==> config.mk <==
export PLATFORM = sky130hd
export DESIGN_NAME = i2c_slave
export DESIGN_NICKNAME = d
export VERILOG_FILES = /design/src/rtl/i2c_slave.sv
export SDC_FILE = /design/constraint.sdc
export NUM_CORES = 1
export LEC_CHECK = 0
export ABC_CLOCK_PERIOD_IN_PS = 2700
export CAP_MARGIN = 15
export CORE_MARGIN = 4
export CORE_UTILIZATION = 30
export CTS_BUF_LIST = sky130_fd_sc_hd__clkbuf_4 sky130_fd_sc_hd__clkbuf_8 sky130_fd_sc_hd__clkbuf_16
export CTS_CLUSTER_SIZE = 16
export DETAILED_ROUTE_END_ITERATION = 6
export MAX_ROUTING_LAYER = met4
export PLACE_DENSITY = 0.5
export SYNTH_ARGS = -nofsm -noshare
export SYNTH_HDL_FRONTEND = slang
export SYNTH_SLANG_ARGS = --single-unit
==> constraint.sdc <==
create_clock -name clk_i -period 2.7 [get_ports clk_i]
set_input_delay 0.405 -clock clk_i [delete_from_list [all_inputs] [get_ports clk_i]]
set_output_delay 0.405 -clock clk_i [all_outputs]
set_load 0.05 [all_outputs]
==> src/rtl/i2c_slave.sv <==
// I2C target endpoint: oversamples SCL/SDA, decodes START/STOP, matches a 7-bit
// address, ACKs written bytes and serves read bytes from a one-entry holding register.
module i2c_slave #(
  parameter  int DATA_WIDTH  = 8,
  parameter  int SYNC_STAGES = 2,
  localparam int ADDR_WIDTH  = DATA_WIDTH - 1
) (
  input  logic                  clk_i,
  input  logic                  a_rst_n_i,
  input  logic                  en_i,
  input  logic [ADDR_WIDTH-1:0] self_addr_i,
  input  logic                  scl_i,
  input  logic                  sda_i,
  output logic                  sda_o,
  input  logic [DATA_WIDTH-1:0] tx_data_i,
  input  logic                  tx_valid_i,
  output logic                  tx_ready_o,
  output logic [DATA_WIDTH-1:0] rx_data_o,
  output logic                  rx_valid_o,
  output logic [DATA_WIDTH-1:0] status_o
);

  localparam logic [3:0] LAST_BIT  = 4'(DATA_WIDTH - 1);
  localparam logic [3:0] BYTE_BITS = 4'(DATA_WIDTH);

  typedef enum logic [2:0] {
    S_IDLE,
    S_ADDR,
    S_ADDR_ACK,
    S_RX_DATA,
    S_RX_ACK,
    S_TX_DATA,
    S_TX_ACK
  } state_t;

  state_t                 state;
  logic [SYNC_STAGES-1:0] scl_sync;
  logic [SYNC_STAGES-1:0] sda_sync;
  logic                   scl_s;
  logic                   sda_s;
  logic                   scl_q;
  logic                   sda_q;
  logic                   start_det;
  logic                   stop_det;
  logic                   scl_rise;
  logic                   scl_fall;
  logic [3:0]             bit_cnt;
  logic [DATA_WIDTH-1:0]  shift_q;
  logic [DATA_WIDTH-1:0]  tx_shift;
  logic [DATA_WIDTH-1:0]  load_byte;
  logic                   ack_q;
  logic                   rx_pend;
  logic                   st_busy;
  logic                   st_match;
  logic                   st_dir;
  logic                   st_nack;
  logic                   st_underrun;

  // Bring the asynchronous bus lines into clk_i and keep one extra delayed copy for edges
  always_ff @(posedge clk_i or negedge a_rst_n_i) begin
    if (!a_rst_n_i) begin
      scl_sync <= '1;
      sda_sync <= '1;
      scl_q    <= 1'b1;
      sda_q    <= 1'b1;
    end else begin
      scl_sync <= {scl_sync[SYNC_STAGES-2:0], scl_i};
      sda_sync <= {sda_sync[SYNC_STAGES-2:0], sda_i};
      scl_q    <= scl_s;
      sda_q    <= sda_s;
    end
  end

  assign scl_s     = scl_sync[SYNC_STAGES-1];
  assign sda_s     = sda_sync[SYNC_STAGES-1];
  assign start_det = scl_s & scl_q & sda_q & ~sda_s;
  assign stop_det  = scl_s & scl_q & ~sda_q & sda_s;
  assign scl_rise  = scl_s & ~scl_q;
  assign scl_fall  = ~scl_s & scl_q;

  // An empty holding register is answered with all ones (bus left released)
  assign load_byte = tx_valid_i ? tx_data_i : '1;

  assign status_o = {{(DATA_WIDTH-5){1'b0}}, st_underrun, st_nack, st_dir, st_match, st_busy};

  // Protocol FSM; every output is a flop so SDA only moves one cycle after a detected SCL fall
  always_ff @(posedge clk_i or negedge a_rst_n_i) begin
    if (!a_rst_n_i) begin
      state       <= S_IDLE;
      bit_cnt     <= '0;
      shift_q     <= '0;
      tx_shift    <= '0;
      ack_q       <= 1'b0;
      rx_pend     <= 1'b0;
      sda_o       <= 1'b1;
      tx_ready_o  <= 1'b0;
      rx_valid_o  <= 1'b0;
      rx_data_o   <= '0;
      st_busy     <= 1'b0;
      st_match    <= 1'b0;
      st_dir      <= 1'b0;
      st_nack     <= 1'b0;
      st_underrun <= 1'b0;
    end else begin
      tx_ready_o <= 1'b0;
      rx_valid_o <= 1'b0;
      if (rx_pend) begin
        rx_pend    <= 1'b0;
        rx_data_o  <= shift_q;
        rx_valid_o <= 1'b1;
      end
      if (!en_i) begin
        state       <= S_IDLE;
        bit_cnt     <= '0;
        ack_q       <= 1'b0;
        rx_pend     <= 1'b0;
        sda_o       <= 1'b1;
        st_busy     <= 1'b0;
        st_match    <= 1'b0;
        st_dir      <= 1'b0;
        st_nack     <= 1'b0;
        st_underrun <= 1'b0;
      end else if (start_det) begin
        state       <= S_ADDR;
        bit_cnt     <= '0;
        ack_q       <= 1'b0;
        sda_o       <= 1'b1;
        st_busy     <= 1'b1;
        st_match    <= 1'b0;
        st_dir      <= 1'b0;
        st_nack     <= 1'b0;
        st_underrun <= 1'b0;
      end else if (stop_det) begin
        state   <= S_IDLE;
        bit_cnt <= '0;
        ack_q   <= 1'b0;
        sda_o   <= 1'b1;
        st_busy <= 1'b0;
      end else begin
        case (state)
          S_IDLE: begin
            sda_o <= 1'b1;
          end
          S_ADDR: begin
            if (scl_rise) begin
              shift_q <= {shift_q[DATA_WIDTH-2:0], sda_s};
              bit_cnt <= bit_cnt + 4'd1;
              if (bit_cnt == LAST_BIT) begin
                if (shift_q[ADDR_WIDTH-1:0] == self_addr_i) begin
                  state    <= S_ADDR_ACK;
                  st_match <= 1'b1;
                  st_dir   <= sda_s;
                end else begin
                  state <= S_IDLE;
                end
              end
            end
          end
          S_ADDR_ACK: begin
            if (scl_fall) begin
              if (!ack_q) begin
                sda_o <= 1'b0;
                ack_q <= 1'b1;
              end else begin
                ack_q   <= 1'b0;
                bit_cnt <= '0;
                if (st_dir) begin
                  state      <= S_TX_DATA;
                  sda_o      <= load_byte[DATA_WIDTH-1];
                  tx_shift   <= load_byte << 1;
                  tx_ready_o <= tx_valid_i;
                  if (!tx_valid_i) st_underrun <= 1'b1;
                end else begin
                  state <= S_RX_DATA;
                  sda_o <= 1'b1;
                end
              end
            end
          end
          S_RX_DATA: begin
            if (scl_rise) begin
              shift_q <= {shift_q[DATA_WIDTH-2:0], sda_s};
              bit_cnt <= bit_cnt + 4'd1;
              if (bit_cnt == LAST_BIT) begin
                rx_pend <= 1'b1;
                state   <= S_RX_ACK;
              end
            end
          end
          S_RX_ACK: begin
            if (scl_fall) begin
              if (!ack_q) begin
                sda_o <= 1'b0;
                ack_q <= 1'b1;
              end else begin
                ack_q   <= 1'b0;
                bit_cnt <= '0;
                sda_o   <= 1'b1;
                state   <= S_RX_DATA;
              end
            end
          end
          S_TX_DATA: begin
            if (scl_rise) begin
              bit_cnt <= bit_cnt + 4'd1;
            end else if (scl_fall) begin
              if (bit_cnt == BYTE_BITS) begin
                sda_o <= 1'b1;
                state <= S_TX_ACK;
              end else begin
                sda_o    <= tx_shift[DATA_WIDTH-1];
                tx_shift <= tx_shift << 1;
              end
            end
          end
          S_TX_ACK: begin
            if (scl_rise) begin
              if (sda_s) begin
                st_nack <= 1'b1;
                sda_o   <= 1'b1;
                state   <= S_IDLE;
              end else begin
                ack_q <= 1'b1;
              end
            end else if (scl_fall && ack_q) begin
              ack_q      <= 1'b0;
              bit_cnt    <= '0;
              state      <= S_TX_DATA;
              sda_o      <= load_byte[DATA_WIDTH-1];
              tx_shift   <= load_byte << 1;
              tx_ready_o <= tx_valid_i;
              if (!tx_valid_i) st_underrun <= 1'b1;
            end
          end
          default: begin
            state <= S_IDLE;
            sda_o <= 1'b1;
          end
        endcase
      end
    end
  end

endmodule
Yosys cells after proc, flatten, opt, wreduce, memory -nomap -nowiden:

Index checks and enable logic that the tools add are counted.

* bits of input ports: 21
* register bits after elaboration: 47
* output and inout bits: 19
* latch bits: 0
* logic and storage cells: 213
* ROM bits: 0
* memories kept: 0
* bits in writable memories: 0

* eq/ne operators: 54
* shifts and indexed selects: 0
* bitwise operators: 13
* reductions and logical operators: 15
* multiplexer cells: 111
* add/subtract/negate cells: 1
* divide/modulo/power cells: 0
* multiply operators: 0
* magnitude comparators: 0

Operators with widths (count)
* 2-to-1 mux 8 bit: 9
* 2-to-1 mux 1 bit: 68
* inequality test 5 bit (second input constant): 13
* 2-to-1 mux 3 bit: 18
* 2-to-1 mux 4 bit: 8
* inequality test 4 bit (second input constant): 6
* one-hot mux 8 bit (3 select lines): 1
* inequality test 3 x 1 -> 1 bit (second input constant): 7
* one-hot mux 3 bit (7 select lines): 1
* inequality test 5 x 2 -> 1 bit (second input constant): 4
* inequality test 6 bit (second input constant): 3
* inequality test 2 bit (second input constant): 8
* AND reduction 14 bit: 1
* AND reduction 7 bit: 2
* one-hot mux 4 bit (3 select lines): 1
* AND reduction 12 bit: 1
* AND reduction 5 bit: 2
* == test 3 bit (second input constant): 3
* AND reduction 4 bit: 2
* bitwise AND 1 bit: 7
* == test 7 bit: 1
* == test 3 x 2 -> 1 bit (second input constant): 2
* inequality test 6 x 3 -> 1 bit (second input constant): 1
* NOT 1 bit: 6
* other kinds (16): 19

Depth between registers and ports, before layout:

Gate-level depths: netlist (run 1).

* word-level depth: 9
* mapped depth: 7

Worst setup path after synthesis (run 1):

OpenSTA, ideal clock, no wires.

* path type: flip-flop to flip-flop
* start: register sda_q
* end: register tx_shift[1]
* clock period less this slack: 1.952 ns
* data required time: 2.575 ns
* arrival: 1.827 ns
* stages on the path, launching flop included: 8
* slack: 0.748 ns
* path through: dfstp_2 > clkbuf_2 > xnor2_2 > o21a_1 > buf_6 > nand4_4 > a211oi_4 > mux2_2

* word-level cells in the longest chain between the ends: 5

RTL lines
* from (decl): RTL line 42 `logic sda_q;`
* from (signal assigned): RTL line 70 `sda_q <= sda_s;`
* NOT 1 bit: RTL line 77 `assign stop_det = scl_s & scl_q & ~sda_q & sda_s;`
* bitwise AND 1 bit (2 in series): RTL line 77
* NOT 1 bit (no source line)
* AND reduction 12 bit (no source line) (*)
* to (signal assigned): RTL line 170 `tx_shift <= load_byte << 1;`
* to (signal assigned): RTL line 212 `tx_shift <= tx_shift << 1;`
* to (signal assigned): RTL line 230 `tx_shift <= load_byte << 1;`
* to (decl): RTL line 49 `logic [DATA_WIDTH-1:0] tx_shift;`

Every way passes the cells marked *; elsewhere a longest branch is shown, timed or not.
A chain may end at the register's enable or synchronous reset.

Worst setup path after layout (run 1):

* start: register state[2]
* end: register state[0]

* word-level cells in the longest chain between the ends: 5

RTL lines
* from (decl): RTL line 36 `state_t state;`
* from (signal assigned): RTL line 89 `state <= S_IDLE;`
* from (signal assigned): RTL line 113 `state <= S_IDLE;`
* from (signal assigned): RTL line 124 `state <= S_ADDR;`
* == test 3 bit, or another cell as far along: RTL line 140 `case (state)`
* one-hot mux 3 bit (7 select lines): RTL line 140
* 2-to-1 mux 3 bit: RTL line 133 `end else if (stop_det) begin`
* 2-to-1 mux 3 bit: RTL line 123 `end else if (start_det) begin`
* 2-to-1 mux 3 bit: RTL line 112 `if (!en_i) begin`

Several ways; a longest one is shown, not always the timed one.

==> flow_summary.yaml, run 1 <==
clock_tree:
  htree_levels: 2
  cts.clk_slew.worst_paths_ps: 90
  cts_tree: "yes"
  cts_root_buf: "clkbuf_8"
  clockBufferDepth: 2
  clock_latency_ps: 310
  clock_sinks: 46
  numCtsBuffers: 5
  cts_setup_buffers: 0
  cts_repair_resize_count: 0
  cts_hold_buf: 0
power:
  power.share.clock: 0.391
  ir_drop_uv: 273
  internal_power_mw: 1.03
  p_leak_nw: 1.26
  comb_power_share: 0.084
  swShare: 0.245
  power_switching_mw: 0.333
  p_total_mw: 1.36
  power_density_mw_per_mm2: 450
  power_frac_seq: 0.524
synth:
  ys_seq_area_frac: 0.459
  yosys_warnings: 0
  synth_top_area_frac: 0.387
  synth_area_leaders: "dfrtp_1, mux2_2, dfstp_2"
  synth_common_cells: "dfrtp_1, mux2_2, inv_1"
  synth_cell_types: 53
  synthArstFlopShare: 1.00
  synth_ff_type: "dfrtp_1"
  synth-edff-count: 0
  synth.most_common_cell: "dfrtp_1"
  netlist_area_mm2: 0.00252
  synth_cells: 246
  syn_area_per_cell_um2: 10.3
  ys_ff_latch: 46
  yosys.area.top_type: "dfrtp_1"
die:
  num_rows: 33
  start_util: 0.307
  die_width_um: 99.7
  io_pins: 40
  die-area_mm2: 0.00995
  dieHeight_um: 99.7
  core_mm2: 0.00822
global_routing:
  grt_pass1_vias: 1795
  grt_pass1_wl_um: 9110
  overflow: 0
  grt_max_degree: 44
  grt_use_total: 0.118
  antenna_found_initial: 0
setup_path:
  cp_max_fo: 21
  worstPathRequired_ps: 2900
  cp-start-kind: "flop"
  path_class: "flop to flop"
  cp.arrival_ps: 2360
  end_kind: "flop"
  reg2reg_slack_ps: 540
placed_design:
  dpl_cell_area_mm2: 0.00292
  place_hpwl_um: 3850
  routabilityCongestion: 0.861
  io_buffers: 36
route:
  firstDrtPassIters: 4
  vias: 1838
  route.detailed.drc: 0
  detail_route.wl_per_cell_um: 14.4
  drtIter0Drc: 120
  antenna_left: 0
  via_per_inst: 4.84
  drt_wl_total_um: 5480
cells_and_area:
  fin_area_mm2: 0.00303
  fill_cells: 822
  regArea_mm2: 0.00116
  drive_above_1_share: 0.185
  diodes: 0
  nets: 297
  post-route-util: 0.369
  syn2layout_area_growth_pct: 20.0
  multi_input_area_mm2: 0.00116
sta:
  timing.fmax_mhz: 462
  finalCriticalPeriod_ps: 2160
  finalSetupTns_ps: 0
  drv_slew: 0
  rsz0062_at_grt: "false"
  worst_pin_slew_ps: 1000
  hold_viol_final: 0
  max-slew-margin-rel: 0.331
  timing.hold.ws_ps: 244
  fin_crit_sh: 0.801
  fin_skew_ps: 5.47
  setup_violations: 0
flow_run:
  max_cap_violations: 0
min_path:
  hold_class: "primary input to asynchronous set/reset pin"
outcome:
  status: "completed"
worst paths after layout:
check                                 start          end  cells after the start
min in group clk_i              sda_sync[0]  sda_sync[1]                      0
max in group asynchronous         a_rst_n_i        scl_q                      2
worst min-delay path              a_rst_n_i  st_underrun                      1
worst max-delay path               state[2]     state[0]                      5
worst max register to register     state[2]     state[0]                      5
worst min register to register  sda_sync[0]  sda_sync[1]                      0
placed cells by master, fill, tap and decap left out, types with 6 or more instances in the layout:
cell,n
nand3_1,6
xnor2_1,8
nand2_1,15
dfrtp_1,39
a21oi_1,9
dfstp_2,7
o21ai_0,13
clkdlybuf4s50_1,35
nor2_1,12
mux2_2,22
a31oi_1,10
inv_1,19
layout make-up:
cell class	count	area share
timing repair buffer	41	0.130
multi-input combinational	161	0.384
sequential	46	0.383
clock inverter	3	0.0145
tap	105	0.0434
clock buffer	5	0.0227
inverter	19	0.0235
power groups by stage:
stage / Sequential (mW) / Combinational, mW / Clock, mW
3_5_place_dp: 0.728 / 0.117 / 0
2_1_floorplan: 0.718 / 0.0738 / 0
6_report: 0.715 / 0.115 / 0.533
4_1_cts: 0.715 / 0.118 / 0.557
3_3_place_gp: 0.728 / 0.118 / 0
5_1_grt: 0.718 / 0.127 / 0.581
registers in the layout, indices dropped and copies added, names as in the netlist, 2 cells and up:
signal	flops
rx_data_o	8
state	3
sda_sync	2
bit_cnt	4
shift_q	8
tx_shift	7
scl_sync	2
cell families after synthesis:
group,synth area share
mux,0.111
xor+xnor,0.0342
fa+ha+maj,0.0139
buf+inv,0.0832
compound gates,0.161
flops,0.459
simple gates,0.136
other cells,0.00149
per-layer routing:
layer | vias up | track usage | part of all wire
met4 | 0 | 0.0431 | 0.019
li1 | 914 | - | -
met2 | 48 | 0.169 | 0.43
met1 | 867 | 0.164 | 0.50
met5 | - | - | 0
met3 | 9 | 0.0252 | 0.047
worst max-delay path, cell delays in order, from the launching register on:
cell	delay, ps
dfrtp_1	620
nor2b_1	370
nor4b_1	380
nor3b_1	140
a21oi_2	210
mux2_1	330
stage by stage:
stage	instances	setup WS (ps)
after floorplan	248	748
after global placement	372	514
after detailed placement	372	468
after CTS	380	558
after global routing	380	371
final	380	537
Note: power is estimated with default switching activity, not from simulation.
==> run 2: changes to the inputs <==
Settings changed: ABC_CLOCK_PERIOD_IN_PS 2700 to 2300.
Clock period 2.7 ns to 2.3 ns, I/O delays scaled along.
==> run 2 against run 1 <==
Wire length grew 5.0%. Combinational power grew 30%. Register-to-register slack lost 310 ps. Critical endpoint unchanged. Clock skew is essentially flat. Cell count grew 2.9%. Hold slack gained 120 ps. Highest routed layer unchanged. Largest power group unchanged.
==> flow_summary.yaml, run 2 (same netlist as run 1, synthesis figures left out) <==
sta:
  finalSetupTns_ps: 0
  fin_skew_ps: 5.76
  setup_violations: 0
  hold_viol_final: 0
  max-slew-margin-rel: 0.626
  fin_crit_sh: 0.903
  timing.fmax_mhz: 482
  worst_pin_slew_ps: 556
  rsz0062_at_grt: "false"
  drv_slew: 0
  finalCriticalPeriod_ps: 2080
route:
  route.detailed.drc: 0
  firstDrtPassIters: 4
  via_per_inst: 4.89
  drt_wl_total_um: 5750
  detail_route.wl_per_cell_um: 14.7
  drtIter0Drc: 159
  vias: 1911
  antenna_left: 0
clock_tree:
  cts_setup_buffers: 0
  htree_levels: 2
  clock_sinks: 46
  clockBufferDepth: 2
  numCtsBuffers: 5
  cts_root_buf: "clkbuf_8"
  clock_latency_ps: 310
  cts.clk_slew.worst_paths_ps: 100
  cts_tree: "yes"
power:
  ir_drop_uv: 263
  power.share.clock: 0.350
  power_switching_mw: 0.407
  internal_power_mw: 1.11
  power_frac_seq: 0.552
  power_density_mw_per_mm2: 490
  swShare: 0.269
  p_leak_nw: 1.30
  comb_power_share: 0.099
placed_design:
  io_buffers: 36
  dpl_cell_area_mm2: 0.00299
  place_hpwl_um: 4260
  placedCellCount: 382
  routabilityCongestion: 0.808
die:
  die_width_um: 99.7
  start_util: 0.307
  io_pins: 40
  die-area_mm2: 0.00995
  num_rows: 33
  dieHeight_um: 99.7
  core_mm2: 0.00822
setup_path:
  cp-start-kind: "flop"
  path_class: "flop to flop"
  cp-startpoint: "scl_q"
  timing.rr.start: "scl_q"
  cp_max_fo: 14
  worstPathRequired_ps: 2500
  cp.arrival_ps: 2270
  end_kind: "flop"
global_routing:
  grt_max_degree: 20
  grt_use_total: 0.129
  grt_pass1_wl_um: 9950
  overflow: 0
  grt_pass1_vias: 2000
  antenna_found_initial: 0
flow_run:
  max_cap_violations: 0
min_path:
  hold_start: "sda_sync[0]"
  hold_class: "flop to flop"
cells_and_area:
  instances_no_fill: 391
  drive_above_1_share: 0.213
  diodes: 0
  final_common_cell: "dfrtp_1"
  reg_top3: "rx_data_o (8), shift_q (8), tx_shift (7)"
  final_cell_mix: "dfrtp_1, clkdlybuf4s50_1, mux2_2, inv_1"
  nets: 308
  fin_area_mm2: 0.00310
  syn2layout_area_growth_pct: 22.6
outcome:
  status: "completed"
-- run 2: cell count changes in the layout (fill, tap and decap cells not counted) --
cell,before,now
bufinv_16,1,0
clkinv_2,1,0
clkinvlp_4,0,2
dlygate4sd3_1,0,1
buf_4,5,15
-- run 2: power by group through the flow --
stage / clock [mW] / sequential (mW) / combinational [mW]
3_5_place_dp: 0 / 0.852 / 0.150
6_report: 0.530 / 0.837 / 0.149
4_1_cts: 0.556 / 0.837 / 0.152
2_1_floorplan: 0 / 0.843 / 0.0866
5_1_grt: 0.587 / 0.840 / 0.165
3_3_place_gp: 0 / 0.852 / 0.150
-- run 2: routing by layer --
metal | track usage | wire [µm] | share of wire | vias to the layer above
met5 | - | 0 | 0 | -
met4 | 0.0504 | 102 | 0.018 | 0
met3 | 0.0224 | 236 | 0.041 | 10
met2 | 0.194 | 2610 | 0.45 | 47
met1 | 0.172 | 2800 | 0.49 | 924
li1 | - | - | - | 930
-- run 2: layout make-up --
| type | count | area [µm²] |
|---|---|---|
| timing repair buffer | 52 | 478 |
| multi-input combinational | 161 | 1160 |
| clock buffer | 5 | 68.8 |
| sequential | 46 | 1160 |
| inverter | 19 | 71.3 |
| fill | 850 | 5120 |
| tap | 105 | 131 |
| clock inverter | 3 | 23.8 |
-- run 2: worst max-delay path, cell delays in order, from the launching register on --
cell,delay [ps]
dfstp_2,670
nor2b_1,70
buf_4,160
a221o_1,320
o31ai_2,340
a21oi_2,90
mux2_1,330
-- run 2: timing repair --
action | 4_1_cts | 5_1_grt
setup endpoints to repair | 0 | 0
gates resized for setup | 0 | 0
hold buffers | 1 | 0
endpoints found under the hold margin | 8 | 0
-- run 2: path summary, 6_finish.rpt --
| check | to | slack (ps) | cells after the start |
|---|---|---|---|
| min reg2reg | sda_sync[1] | 360 | 0 |
| max in group asynchronous | sda_o | 1250 | 3 |
| max | state[0] | 220 | 6 |
| min | sda_sync[1] | 360 | 0 |
| max reg2reg | state[0] | 220 | 6 |
| min in group asynchronous | tx_ready_o | 460 | 2 |
-- run 2: per-stage QoR --
step	total power [mW]	setup WS, ps	utilization	hold WS, ps
after global placement	1.00	269	0.364	280
after CTS	1.55	187	0.377	361
final	1.52	224	0.377	361
after floorplan	0.930	348	-	49.4
after global routing	1.59	53.4	0.377	371
after detailed placement	1.00	206	0.364	280
